File: config.mk
export PLATFORM = sky130hd
export DESIGN_NAME = uart_rx
export DESIGN_NICKNAME = d
export VERILOG_FILES = /design/src/rtl/uart_pkg.sv /design/src/rtl/sync_fifo.sv /design/src/rtl/uart_rx.sv
export SDC_FILE = /design/constraint.sdc
export NUM_CORES = 1
export LEC_CHECK = 0
export BUFFER_PORTS_ARGS = -buffer_cell sky130_fd_sc_hd__buf_2
export CAP_MARGIN = 10
export CORE_UTILIZATION = 62
export CTS_CLUSTER_SIZE = 14
export DETAILED_ROUTE_END_ITERATION = 6
export GPL_ROUTABILITY_DRIVEN = 0
export HOLD_SLACK_MARGIN = 0.02
export PLACE_DENSITY = 0.87
export SYNTH_ARGS = -nofsm -noshare
export SYNTH_HDL_FRONTEND = slang
export SYNTH_SLANG_ARGS = --single-unit
export TNS_END_PERCENT = 10
File: constraint.sdc
create_clock -name clk -period 3.34 [get_ports clk]
set_input_delay 0.501 -clock clk [delete_from_list [all_inputs] [get_ports clk]]
set_output_delay 0.501 -clock clk [all_outputs]
set_load 0.005 [all_outputs]
File: src/rtl/uart_pkg.sv
`default_nettype none
// +------------------------------------------------------------------+
// | Package : uart_pkg                                               |
// | Shared UART receiver types: FSM state encoding, bit-rate default |
// | divisor, character width and the even-parity helper.            |
// | Revision: 1.0                                                    |
// +------------------------------------------------------------------+
package uart_pkg;

  // 50 MHz clock / 115200 baud
  localparam int CLKDIV_DEFAULT = 434;
  localparam int DATA_BITS      = 8;

  typedef enum logic [2:0] {
    ST_IDLE  = 3'd0,
    ST_START = 3'd1,
    ST_DATA  = 3'd2,
    ST_STOP  = 3'd3,
    ST_BREAK = 3'd4
  } rx_state_t;

  // Even parity: the parity bit equals the XOR of the data bits
  function automatic logic even_parity(input logic [DATA_BITS-1:0] d);
    return ^d;
  endfunction

endpackage
`default_nettype wire

File: src/rtl/sync_fifo.sv
`default_nettype none
// +------------------------------------------------------------------+
// | Module  : sync_fifo                                              |
// | Single-clock show-ahead FIFO. Pointers carry one extra wrap bit  |
// | so full/empty come from an MSB/LSB compare. A push into a full   |
// | FIFO is accepted only when a pop happens in the same cycle.      |
// | Revision: 1.0                                                    |
// +------------------------------------------------------------------+
module sync_fifo #(
  parameter int WIDTH      = 8,
  parameter int DEPTH_LOG2 = 4
) (
  input  logic             clk,
  input  logic             reset_n,
  input  logic             push,
  input  logic [WIDTH-1:0] push_data,
  input  logic             pop,
  output logic [WIDTH-1:0] head,
  output logic             full,
  output logic             empty
);

  localparam int DEPTH = 2 ** DEPTH_LOG2;
  localparam logic [DEPTH_LOG2:0] PTR_ONE = {{DEPTH_LOG2{1'b0}}, 1'b1};

  logic [DEPTH_LOG2:0] wr_ptr;
  logic [DEPTH_LOG2:0] rd_ptr;
  logic [WIDTH-1:0]    mem [DEPTH];
  logic                do_push;
  logic                do_pop;

  assign empty   = (wr_ptr == rd_ptr);
  assign full    = (wr_ptr[DEPTH_LOG2] != rd_ptr[DEPTH_LOG2]) &&
                   (wr_ptr[DEPTH_LOG2-1:0] == rd_ptr[DEPTH_LOG2-1:0]);
  assign do_pop  = pop && !empty;
  assign do_push = push && (!full || do_pop);

  // Show-ahead head; forced to zero while empty so reset state is defined
  assign head = empty ? '0 : mem[rd_ptr[DEPTH_LOG2-1:0]];

  // Pointer update, wrapping naturally modulo 2**(DEPTH_LOG2+1)
  always_ff @(posedge clk or negedge reset_n) begin
    if (!reset_n) begin
      wr_ptr <= '0;
      rd_ptr <= '0;
    end else begin
      if (do_push) wr_ptr <= wr_ptr + PTR_ONE;
      if (do_pop)  rd_ptr <= rd_ptr + PTR_ONE;
    end
  end

  // Storage array, written at the current write slot
  always_ff @(posedge clk) begin
    if (do_push) mem[wr_ptr[DEPTH_LOG2-1:0]] <= push_data;
  end

endmodule
`default_nettype wire

File: src/rtl/uart_rx.sv
`default_nettype none
// +------------------------------------------------------------------+
// | Module  : uart_rx                                                |
// | UART receiver: 2-flop rxd synchronizer, start/data/stop FSM with |
// | mid-bit sampling, receive FIFO and sticky error flags.           |
// | Optional even parity bit: define UART_RX_PARITY_EN.              |
// | Revision: 1.0                                                    |
// +------------------------------------------------------------------+
module uart_rx
  import uart_pkg::*;
#(
  parameter int CLKDIV     = CLKDIV_DEFAULT,
  parameter int DEPTH_LOG2 = 4
) (
  input  logic       clk,
  input  logic       reset_n,
  input  logic       rxd,
  input  logic       rd,
  input  logic       clr,
  output logic [7:0] data,
  output logic       valid,
  output logic       overrun,
  output logic       frame_err,
  output logic       parity_err
);

  localparam int                CNT_W    = $clog2(CLKDIV);
  localparam logic [CNT_W-1:0]  CNT_HALF = CNT_W'(CLKDIV / 2 - 1);
  localparam logic [CNT_W-1:0]  CNT_FULL = CNT_W'(CLKDIV - 1);
  localparam logic [CNT_W-1:0]  CNT_ONE  = CNT_W'(1);

  logic                 sync1;
  logic                 sync2;
  rx_state_t            state;
  logic [CNT_W-1:0]     cnt;
  logic [3:0]           bit_idx;
  logic [DATA_BITS-1:0] shreg;
  logic                 par_bad;
  logic                 par_set;
  logic                 cnt_zero;
  logic                 stop_sample;
  logic                 push;
  logic                 frame_set;
  logic                 overrun_set;
  logic                 fifo_full;
  logic                 fifo_empty;

  assign cnt_zero    = (cnt == '0);
  assign stop_sample = (state == ST_STOP) && cnt_zero;
  assign push        = stop_sample && sync2 && !par_bad;
  assign frame_set   = stop_sample && !sync2;
  assign overrun_set = push && fifo_full && !rd;
  assign valid       = !fifo_empty;

`ifdef UART_RX_PARITY_EN
  assign par_set = (state == ST_DATA) && cnt_zero &&
                   (bit_idx == 4'(DATA_BITS)) &&
                   (sync2 != even_parity(shreg));
`else
  assign par_set = 1'b0;
  assign par_bad = 1'b0;
`endif

  // Two-flop synchronizer; idles high like the line
  always_ff @(posedge clk or negedge reset_n) begin
    if (!reset_n) begin
      sync1 <= 1'b1;
      sync2 <= 1'b1;
    end else begin
      sync1 <= rxd;
      sync2 <= sync1;
    end
  end

  // Receive FSM: half-bit start qualification, then one sample per bit
  always_ff @(posedge clk or negedge reset_n) begin
    if (!reset_n) begin
      state   <= ST_IDLE;
      cnt     <= '0;
      bit_idx <= '0;
      shreg   <= '0;
`ifdef UART_RX_PARITY_EN
      par_bad <= 1'b0;
`endif
    end else begin
      case (state)
        ST_IDLE: begin
          if (!sync2) begin
            cnt   <= CNT_HALF;
            state <= ST_START;
`ifdef UART_RX_PARITY_EN
            par_bad <= 1'b0;
`endif
          end
        end
        ST_START: begin
          if (cnt_zero) begin
            if (sync2) begin
              state <= ST_IDLE;
            end else begin
              cnt     <= CNT_FULL;
              bit_idx <= '0;
              state   <= ST_DATA;
            end
          end else begin
            cnt <= cnt - CNT_ONE;
          end
        end
        ST_DATA: begin
          if (cnt_zero) begin
            cnt <= CNT_FULL;
`ifdef UART_RX_PARITY_EN
            if (bit_idx == 4'(DATA_BITS)) begin
              par_bad <= par_set;
              state   <= ST_STOP;
            end else begin
              shreg   <= {sync2, shreg[DATA_BITS-1:1]};
              bit_idx <= bit_idx + 4'd1;
            end
`else
            shreg <= {sync2, shreg[DATA_BITS-1:1]};
            if (bit_idx == 4'(DATA_BITS - 1)) begin
              state <= ST_STOP;
            end else begin
              bit_idx <= bit_idx + 4'd1;
            end
`endif
          end else begin
            cnt <= cnt - CNT_ONE;
          end
        end
        ST_STOP: begin
          if (cnt_zero) begin
            state <= sync2 ? ST_IDLE : ST_BREAK;
          end else begin
            cnt <= cnt - CNT_ONE;
          end
        end
        ST_BREAK: begin
          if (sync2) state <= ST_IDLE;
        end
        default: state <= ST_IDLE;
      endcase
    end
  end

  // Sticky error flags; a setting event outranks a same-cycle clear
  always_ff @(posedge clk or negedge reset_n) begin
    if (!reset_n) begin
      overrun    <= 1'b0;
      frame_err  <= 1'b0;
      parity_err <= 1'b0;
    end else begin
      if (overrun_set)    overrun <= 1'b1;
      else if (clr)       overrun <= 1'b0;
      if (frame_set)      frame_err <= 1'b1;
      else if (clr)       frame_err <= 1'b0;
      if (par_set)        parity_err <= 1'b1;
      else if (clr)       parity_err <= 1'b0;
    end
  end

  sync_fifo #(
    .WIDTH      (DATA_BITS),
    .DEPTH_LOG2 (DEPTH_LOG2)
  ) u_fifo (
    .clk       (clk),
    .reset_n   (reset_n),
    .push      (push),
    .push_data (shreg),
    .pop       (rd),
    .head      (data),
    .full      (fifo_full),
    .empty     (fifo_empty)
  );

endmodule
`default_nettype wire
### Yosys cells after proc, flatten, opt, wreduce, memory -nomap -nowiden

Memories as Yosys holds them, arrays and structs flattened.
Cells that the tools add are included.

* multiplexer cells: 26
* eq/ne operators: 18
* reduce and logical (&&, ||, !) cells: 23
* $add $sub $neg: 4

Operators with widths (count)
* two-way mux 9 bit: 5
* case mux 9 bit (4 select lines): 1
* two-way mux 3 bit: 7
* inequality test 2 bit (second input constant): 9
* two-way mux 4 bit: 4
* case mux 3 bit (5 select lines): 1
* adder 5 x 1 -> 5 bit (second input constant): 2
* logical NOT 9 bit: 1
* subtractor 9 x 1 -> 9 bit (second input constant): 1
* logical AND 1 bit: 8
* two-way mux 8 bit: 1
* case mux 4 bit (2 select lines): 1
* equality test 3 x 2 -> 1 bit (second input constant): 2
* AND reduction 6 bit: 1
* nonzero test 2 bit: 3
* equality test 5 bit: 1
* two-way mux 1 bit: 5
* AND reduction 5 bit: 1
* adder 4 x 1 -> 4 bit (second input constant): 1
* equality test 4 x 3 -> 1 bit (second input constant): 1
* equality test 4 bit: 1
* logical NOT 1 bit: 4
* AND reduction 4 bit: 1
* nonzero test 4 bit: 1
* other kinds (8): 8

* memories kept: 1
* register bits after elaboration: 38
* RAM bits: 128
* output and inout bits: 12

Memory list
* u_fifo.mem: depth 16, bits a word 8, read ports 1, clocked after memory_dff 0, write ports 1, line sync_fifo.sv:28 `logic [WIDTH-1:0] mem [DEPTH];`

### Depth between registers and ports, before layout

Gate-level depths: netlist of the first run.

* depth after elaboration: 7
* mapped depth: 8

### Cells and area by module

Synthesis of the first run repeated with hierarchy kept, for this count alone.

* cell total of the unflattened synthesis: 419
* area total of the unflattened synthesis: 7010.5 um^2

Modules (own cells, without submodules)
* sync_fifo: cells an instance 271, times used 1, area each 5552.8 um^2, sequential area each 4093.9 um^2
* uart_rx: cells an instance 148, times used 1, area each 1457.6 um^2, sequential area each 703.2 um^2

### Worst setup path after synthesis of the first run

OpenSTA, ideal clock, no wires.

* kind: reg-to-output
* start: register u_fifo.rd_ptr[0]
* end: output data[0]
* data required time: 2.839 ns
* buffers on the path: 2
* stages on the path, launching flop included: 7
* data arrival time: 1.960 ns
* slack: 0.879 ns
* path through: dfrtp_1 > clkbuf_1 > xor2_1 > nor4_2 > and2_1 > clkbuf_1 > nor3_1

* word-level cells in the longest chain between the ends: 2
* elaborated cells on any way between the ends: 3
* classes of those cells: eq/ne (1); mux (1); memory (1)

Ends and longest elaborated chain
* from (decl): line sync_fifo.sv:27 `logic [DEPTH_LOG2:0] rd_ptr;`
* from (signal assigned): line sync_fifo.sv:48 `if (do_pop) rd_ptr <= rd_ptr + PTR_ONE;`
* memory (16 x 8 bit) / equality test 5 bit (equally long branches)
* two-way mux 8 bit (*): line sync_fifo.sv:39 `assign head = empty ? '0 : mem[rd_ptr[DEPTH_LOG2-1:0]];`
* to (decl): line uart_rx.sv:20 `output logic [7:0] data,`

Every way passes the cells marked *; elsewhere a longest branch is shown, timed or not.

### Final worst setup path of the first run

* start: register cnt[1]
* end: memory u_fifo.mem[11][6], enable pin

* word-level cells in the longest chain between the ends: 6

Ends and longest elaborated chain
* from (decl): line uart_rx.sv:35 `logic [CNT_W-1:0] cnt;`
* from (signal assigned): line uart_rx.sv:106 `cnt <= cnt - CNT_ONE;`
* from (signal assigned): line uart_rx.sv:129 `cnt <= cnt - CNT_ONE;`
* from (signal assigned): line uart_rx.sv:136 `cnt <= cnt - CNT_ONE;`
* logical NOT 9 bit: line uart_rx.sv:48 `assign cnt_zero = (cnt == '0);`
* logical AND 1 bit: line uart_rx.sv:49 `assign stop_sample = (state == ST_STOP) && cnt_zero;`
* logical AND 1 bit: line uart_rx.sv:50 `assign push = stop_sample && sync2 && !par_bad;`
* logical AND 1 bit: line sync_fifo.sv:36 `assign do_push = push && (!full || do_pop);`
* two-way mux 1 bit: line sync_fifo.sv:54 `if (do_push) mem[wr_ptr[DEPTH_LOG2-1:0]] <= push_data;`
* two-way mux 1 bit (implied by the code): line sync_fifo.sv:54
* to (decl): line sync_fifo.sv:28

Every way passes these cells.

==> results of run 1 <==
-- per-stage QoR --
| stage | util, % | area [sq um] | setup WS [ps] | hold slack [ps] | cells |
|---|---|---|---|---|---|
| after floorplan | - | 7020 | 879 | 205 | 424 |
| after detailed placement | 65.8 | 7200 | 454 | 348 | 561 |
| after global routing | 70.9 | 7750 | 110 | 157 | 592 |
| final | 70.9 | 7750 | 301 | 174 | 592 |
| after global placement | 65.8 | 7200 | 592 | 346 | 561 |
| after CTS | 70.9 | 7750 | 281 | 163 | 592 |
-- power breakdown --
group | internal (W) | leakage (nW) | total, W | switching, W
registers | 0.00223 | 1.93 | 0.00228 | 0.0000403
logic | 0.000416 | 0.861 | 0.000962 | 0.000545
clock network | 0.00103 | 0.267 | 0.00185 | 0.000815
total | 0.00368 | 3.06 | 0.00508 | 0.00140
-- state kept, by name, indices dropped and copies added, names as in the netlist --
| name | cells |
|---|---|
| u_fifo.wr_ptr | 5 |
| cnt | 9 |
| sync2 | 1 |
| overrun | 1 |
| sync1 | 1 |
| shreg | 8 |
| frame_err | 1 |
| u_fifo.mem | 128 |
| state | 3 |
| bit_idx | 4 |
| u_fifo.rd_ptr | 5 |
-- worst max path at each step --
stage,start,to,slack (ps),depth (start not counted)
global placement,cnt[0],u_fifo.mem[3][6],590,6
global route,cnt[1],u_fifo.mem[7][6],110,6
finish,cnt[1],u_fifo.mem[11][6],300,6
floorplan,u_fifo.rd_ptr[0],data[0],880,6
detailed placement,cnt[1],u_fifo.mem[11][0],450,6
CTS,cnt[1],u_fifo.mem[11][6],280,6
-- layout by cell type (no fill, tap or decap), types with 2 or more instances in the layout --
master	instances
a21oi_1	9
nand3_1	7
o31ai_1	5
clkbuf_16	17
inv_6	5
clkinv_2	2
a211oi_1	4
nor2b_1	6
mux2_2	11
o2bb2ai_1	2
buf_2	15
nor4_1	3
or3_1	3
inv_1	12
nor3_1	12
and2_1	5
edfxtp_1	128
nand2_1	9
nand2b_1	5
mux4_2	32
buf_4	7
nand4b_1	2
o21ai_0	10
and3_1	12
o21a_1	2
dfstp_2	2
xor2_1	12
xnor2_1	2
or2_2	2
a22oi_1	2
dfrtp_1	35
nor2_1	13
ha_1	7
o22ai_1	18
-- kinds of logic (layout without fill, tap and decap cells) --
logic type                 count (synthesis)  in the layout  synth area share (%)
DFF                                      166            166                  68.3
muxes                                     43             43                  12.0
AOI/OAI and AO/OA                         67             67                  6.68
other                                      1              1                0.0534
buffers and inverters                     37             65                  2.41
adders and majority gates                  7              7                  1.25
and+or+nand+nor                           89             89                  7.49
xor gates and xnor gates                  14             14                  1.75
-- cell type report --
cell class | count | area, sq um | share of cell area (%)
Tap cell | 140 | 175 | 2.26
Sequential cell | 166 | 4800 | 61.9
Inverter | 12 | 45.0 | 0.581
Timing Repair Buffer | 22 | 128 | 1.65
Multi-Input combinational cell | 221 | 2050 | 26.5
Clock buffer | 18 | 429 | 5.54
Clock inverter | 13 | 120 | 1.55
-- critical path: cells and delay by family (launching register included) --
kind	cells	cell delay, ps
adders and majority gates	1	200
DFF	1	390
AOI/OAI and AO/OA	1	740
and+or+nand+nor	3	1280
buffers and inverters	1	90
-- layer usage --
metal / vias up / wire length (microns)
met5: - / 0
met4: 0 / 351
met3: 30 / 1520
met2: 255 / 7720
met1: 2039 / 6000
li1: 1715 / -
==> results.md, run 1 <==
- Status: complete, no violations
- Maximum VDD drop: 0.416 mV
- Grt peak-use layer: met2
- Final wirelength: 15600 microns
- Setup total negative slack: 0 ps
- Min-delay src: rxd
- DR WL/cell: 26.4 microns
- Tightest Pin Transition: 836 ps
- Worst reg2reg path endpoint: u_fifo.mem[11][6]
- # DRC: 0
- CTS tree: done
- Power density cells: 656 nW/um^2
- Largest net degree at the start of global routing: 39
- Io pins: 17
- Synth Register Bits: around 170
- Worst-path maximum fanout: 8
- CP cell instances: inv_1 -> ha_1 -> nor4b_1 -> nand3_1 -> a211oi_1 -> and2_1
- Pre-Repair DR Iteration Count: 5
- Clock buffer depth: 2
- Synthesis Warnings: 0
- Setup Skew: 11.2 ps
- Min cycle time layout: 3040 ps
- Post-CTS sizing: 0
- Post-CTS Setup Bufs: 0
- Die Span X: approximately 110 microns
- Max Slew Vio Count: 0
- Final net count: 452
- Clk slew on worst S/H paths: 70 ps
- First-pass GRT wire length: roughly 23000 microns
- Post-synthesis async set-or-reset flop share: roughly 23%
- Register area share after synthesis: 68.3%
- Worst Hold Class: input pin to flop
- Final setup vio count: 0
- Clk_lat worst skew: between 400 and 500 ps
- Vias: around 4000
- Number of diodes: 0
- Detailed Place HPWL: 9680 microns
- GRT Util Overall: slightly below 30%
- Antenna Nets Post-Route: 0
- Cell Area, Synth: 7020 sq um
- GR Util met2: around 46%
- Root Buffer: clkbuf_16
- Port Buffers: 15
- Synth top area cells: edfxtp_1 55%, dfrtp_1 13%, mux4_2 10%
- Num CTS Buffers: 17
- Die area: 11800 sq um
- Hold Path Stages: 1
- Dominant synthesized flop cell: edfxtp_1
- Vias per inst: 6.82
- Final Hold Vio Count: 0
- RSZ-0062 raised after global routing: no
- Kind of critical path: flop to flop
- Mapped Cells: 424
- Met1 usage in global routing: 39.3%
- Core area: 10900 sq um
- Synthesized area per cell: 16.6 sq um
- Site row count: 38
- Overall power: 0.00508 W
- Initial antenna violation count: 0
- CP max stage delay: 740 ps
- Max H-tree Level: 4
- WP data arrival: approximately 3100 ps
- Leak: between 3 and 4 nW
- Number of global-route vias before repair: between 3000 and 4000
- Top-count cell post-synth: edfxtp_1
- Final period util: 91.0%
- Synth cell types: 60
- Fillers: 658
- GR Util met3: 9.22%
- Total gr overflow: 0
- R2R setup slack: 300 ps
- Hold_buf cts: 0
- Min-Delay Endpoint: sync1
- R2R cell count: 6
- Worst r2r src: cnt[1]
- Leading post-synthesis cells by instance count: 128 x edfxtp_1, 36 x dfrtp_1, 32 x mux4_2, 18 x o22ai_1, 13 x nor2_1
- Layout cells sized above 1: a little under a quarter
- Max frequency: 329 MHz
- Synthesized Nets: roughly 440
- Setup crit end kind: flop
- Required @ worst endpoint: 3430 ps
- Initial DRC count: 448
- Area growth syn-to-layout: 10.4%
- EDFF count, synth: 128
- Max-cap violations: 0
- Worst rel slew slack: 44.3%
- CP max-delay cell: a211oi_1
- Largest area contributor in the netlist: edfxtp_1
- Die Ht: 108 microns
- Synth top area share: between 50% and 60%
- Startpoint Class: flop
- Initial Util: 64.2%
- # clock sinks: 166
Note: power is estimated with default switching activity, not from simulation.
==> run 2: changes to the inputs <==
--- a/config.mk
+++ b/config.mk
@@ -5,7 +5,7 @@
 export SDC_FILE = /design/constraint.sdc
 export NUM_CORES = 1
 export LEC_CHECK = 0
-export BUFFER_PORTS_ARGS = -buffer_cell sky130_fd_sc_hd__buf_2
+export BUFFER_PORTS_ARGS = -buffer_cell sky130_fd_sc_hd__buf_4
 export CAP_MARGIN = 10
 export CORE_UTILIZATION = 62
 export CTS_CLUSTER_SIZE = 14
==> run 2 against run 1 <==
Effect of this change: critical path type unchanged; power grew 1.8%; core utilization grew 0.54 points; setup slack gained 26 ps; critical path depth is the same; hold slack lost 130 ps; via count grew 1.8%; largest cell class unchanged.
==> results.md, run 2 (synthesized netlist as in run 1, its figures left out) <==
- Status: complete, no violations
- Cells after DPL: 561 (unchanged)
- First-pass GRT wire length: 23100 microns (-1.2%)
- Sequential Power Share: 43.9% (-0.9 points)
- Total gr overflow: 0 (unchanged)
- Max H-tree Level: 4 (unchanged)
- Kind of critical path: flop to flop
- Port Buffers: 15 (unchanged)
- Number of diodes: 0 (unchanged)
- RSZ-0062 raised after global routing: no
- Max frequency: 332 MHz (+0.88%)
- Initial Util: 64.2% (unchanged)
- Final net count: 452 (unchanged)
- DP Area: 7240 sq um (+0.52%)
- Clock power frac: 36.2% (about the same)
- Leak: 3.07 nW (+0.35%)
- Initial antenna violation count: 0 (unchanged)
- Worst Hold Class: input pin to async pin
- Layout cells sized above 1: 23.8% (+0.17 points)
- Most frequent cells in the layout: 128 x edfxtp_1, 35 x dfrtp_1, 32 x mux4_2
- Post-CTS sizing: 0 (unchanged)
- Setup Skew: 8.49 ps (-2.73 ps)
- DR WL/cell: 25.9 microns (-1.9%)
- Hold_ws: 40.0 ps (-134 ps)
- GRT Util Overall: 28.5% (-0.63 points)
- Final period util: 90.2% (-0.79 points)
- Required @ worst endpoint: 3410 ps (-20 ps)
- Clk slew on worst S/H paths: 60 ps (about the same)
- Number of global-route vias before repair: 3856 (-0.44%)
- Die Ht: 108 microns (unchanged)
- Worst-path maximum fanout: 8 (unchanged)
- Final Core Density: 71.4% (+0.54 points)
- Pre-Repair DR Iteration Count: 5 (unchanged)
- Hold_buf cts: 0 (unchanged)
- Max Slew Vio Count: 0 (unchanged)
- Max reg flops: 128 (unchanged)
- # DRC: 0 (unchanged)
- Die Span X: 108 microns (unchanged)
- Worst rel slew slack: 44.6% (+0.35 points)
- Final wirelength: 15300 microns (-1.7%)
- Clock buffer depth: 2 (unchanged)
- Most common cell after layout, fill and taps aside: edfxtp_1
- Power density cells: 663 nW/um^2 (+1.0%)
- Combinational power share: 19.8% (+0.9 points)
- Vias per inst: 6.93 (+1.6%)
- Antenna Nets Post-Route: 0 (unchanged)
- Setup crit end kind: flop
- Core area: 10900 sq um (unchanged)
- Area growth syn-to-layout: 11.2%
- Min cycle time layout: 3010 ps (-26.4 ps)
- NetSw: 0.00139 W (-0.90%)
- Startpoint Class: flop
- Detailed Place HPWL: 9600 microns (-0.84%)
- Cell Count, Final, Fillers Out: 593 (+0.17%)
- Final Hold Vio Count: 0 (unchanged)
- Maximum VDD drop: 0.389 mV (-6.3%)
- Tightest Pin Transition: 830 ps (-5.32 ps)
- Io pins: 17 (unchanged)
- Max-cap violations: 0 (unchanged)
- CTS tree: done
- Final Cell Area: 7810 sq um (+0.76%)
- WP data arrival: 3090 ps (-30 ps)
- # clock sinks: 166 (unchanged)
- Vias: 4110 (+1.8%)
- Clk_lat worst skew: 420 ps (about the same)
- Initial DRC count: 470 (+4.9%)
- Final setup vio count: 0 (unchanged)
- Die area: 11800 sq um (unchanged)
- Setup total negative slack: 0 ps (unchanged)
- Post-CTS Setup Bufs: 0 (unchanged)
- Site row count: 38 (unchanged)
- Sw frac: 26.8% (-0.72 points)
- Root Buffer: clkbuf_16
- Num CTS Buffers: 17 (unchanged)
- Pint: 0.00379 W (+2.8%)
- Largest net degree at the start of global routing: 39 (unchanged)
-- run 2: cell count changes in the layout (fill, tap and decap cells not counted), sizes merged --
cell	before	now
clkbuf	18	22
clkinv	4	3
clkinvlp	2	4
inv	18	14
-- run 2: worst paths after layout --
check / start / to / slack, ps / cells past startpoint
min in group clk: rxd / sync1 / 190 / 1
worst min-delay path: reset_n / cnt[4] / 40 / 1
worst max-delay path: cnt[0] / u_fifo.mem[3][0] / 330 / 6
max in group asynchronous: reset_n / sync1 / 2940 / 1
worst min register to register: sync1 / sync2 / 360 / 0
worst max register to register: cnt[0] / u_fifo.mem[3][0] / 330 / 6
-- run 2: layout make-up --
| class | instances | area [sq um] |
|---|---|---|
| flip-flops and latches | 166 | 4800 |
| fillers | 650 | 3130 |
| multi-input cells | 221 | 2050 |
| clock buffers | 22 | 474 |
| well taps | 140 | 175 |
| repair buffers | 22 | 165 |
| clock inverters | 10 | 96.3 |
| inverters | 12 | 45.0 |
-- run 2: metal layers --
layer  track usage, %  wire, microns  share of wire, %
met2             42.5           7400                48
met4             10.9            446               2.9
met3             7.11           1450               9.4
met5                0              0                 0
met1             41.0           6040                39
-- run 2: through the flow --
step,setup WS [ps],power [W]
6_report,327,0.00517
5_1_grt,268,0.00533
4_1_cts,376,0.00519
3_5_place_dp,411,0.00332
3_3_place_gp,645,0.00328
2_1_floorplan,879,0.00298
-- run 2: critical path, stage by stage (launching register included) --
cell and delay, ps:
dfrtp_1 400, inv_1 70, ha_1 210, nor4b_1 510, nand3_1 340, a211oi_1 670
and2_1 480
-- run 2: power groups by stage --
stage | Clock, W | Combinational [W] | Sequential (W)
after floorplan | 0 | 0.000686 | 0.00230
after global placement | 0 | 0.000973 | 0.00231
after detailed placement | 0 | 0.00101 | 0.00231
after CTS | 0.00189 | 0.00103 | 0.00227
after global routing | 0.00196 | 0.00109 | 0.00228
final | 0.00187 | 0.00103 | 0.00227
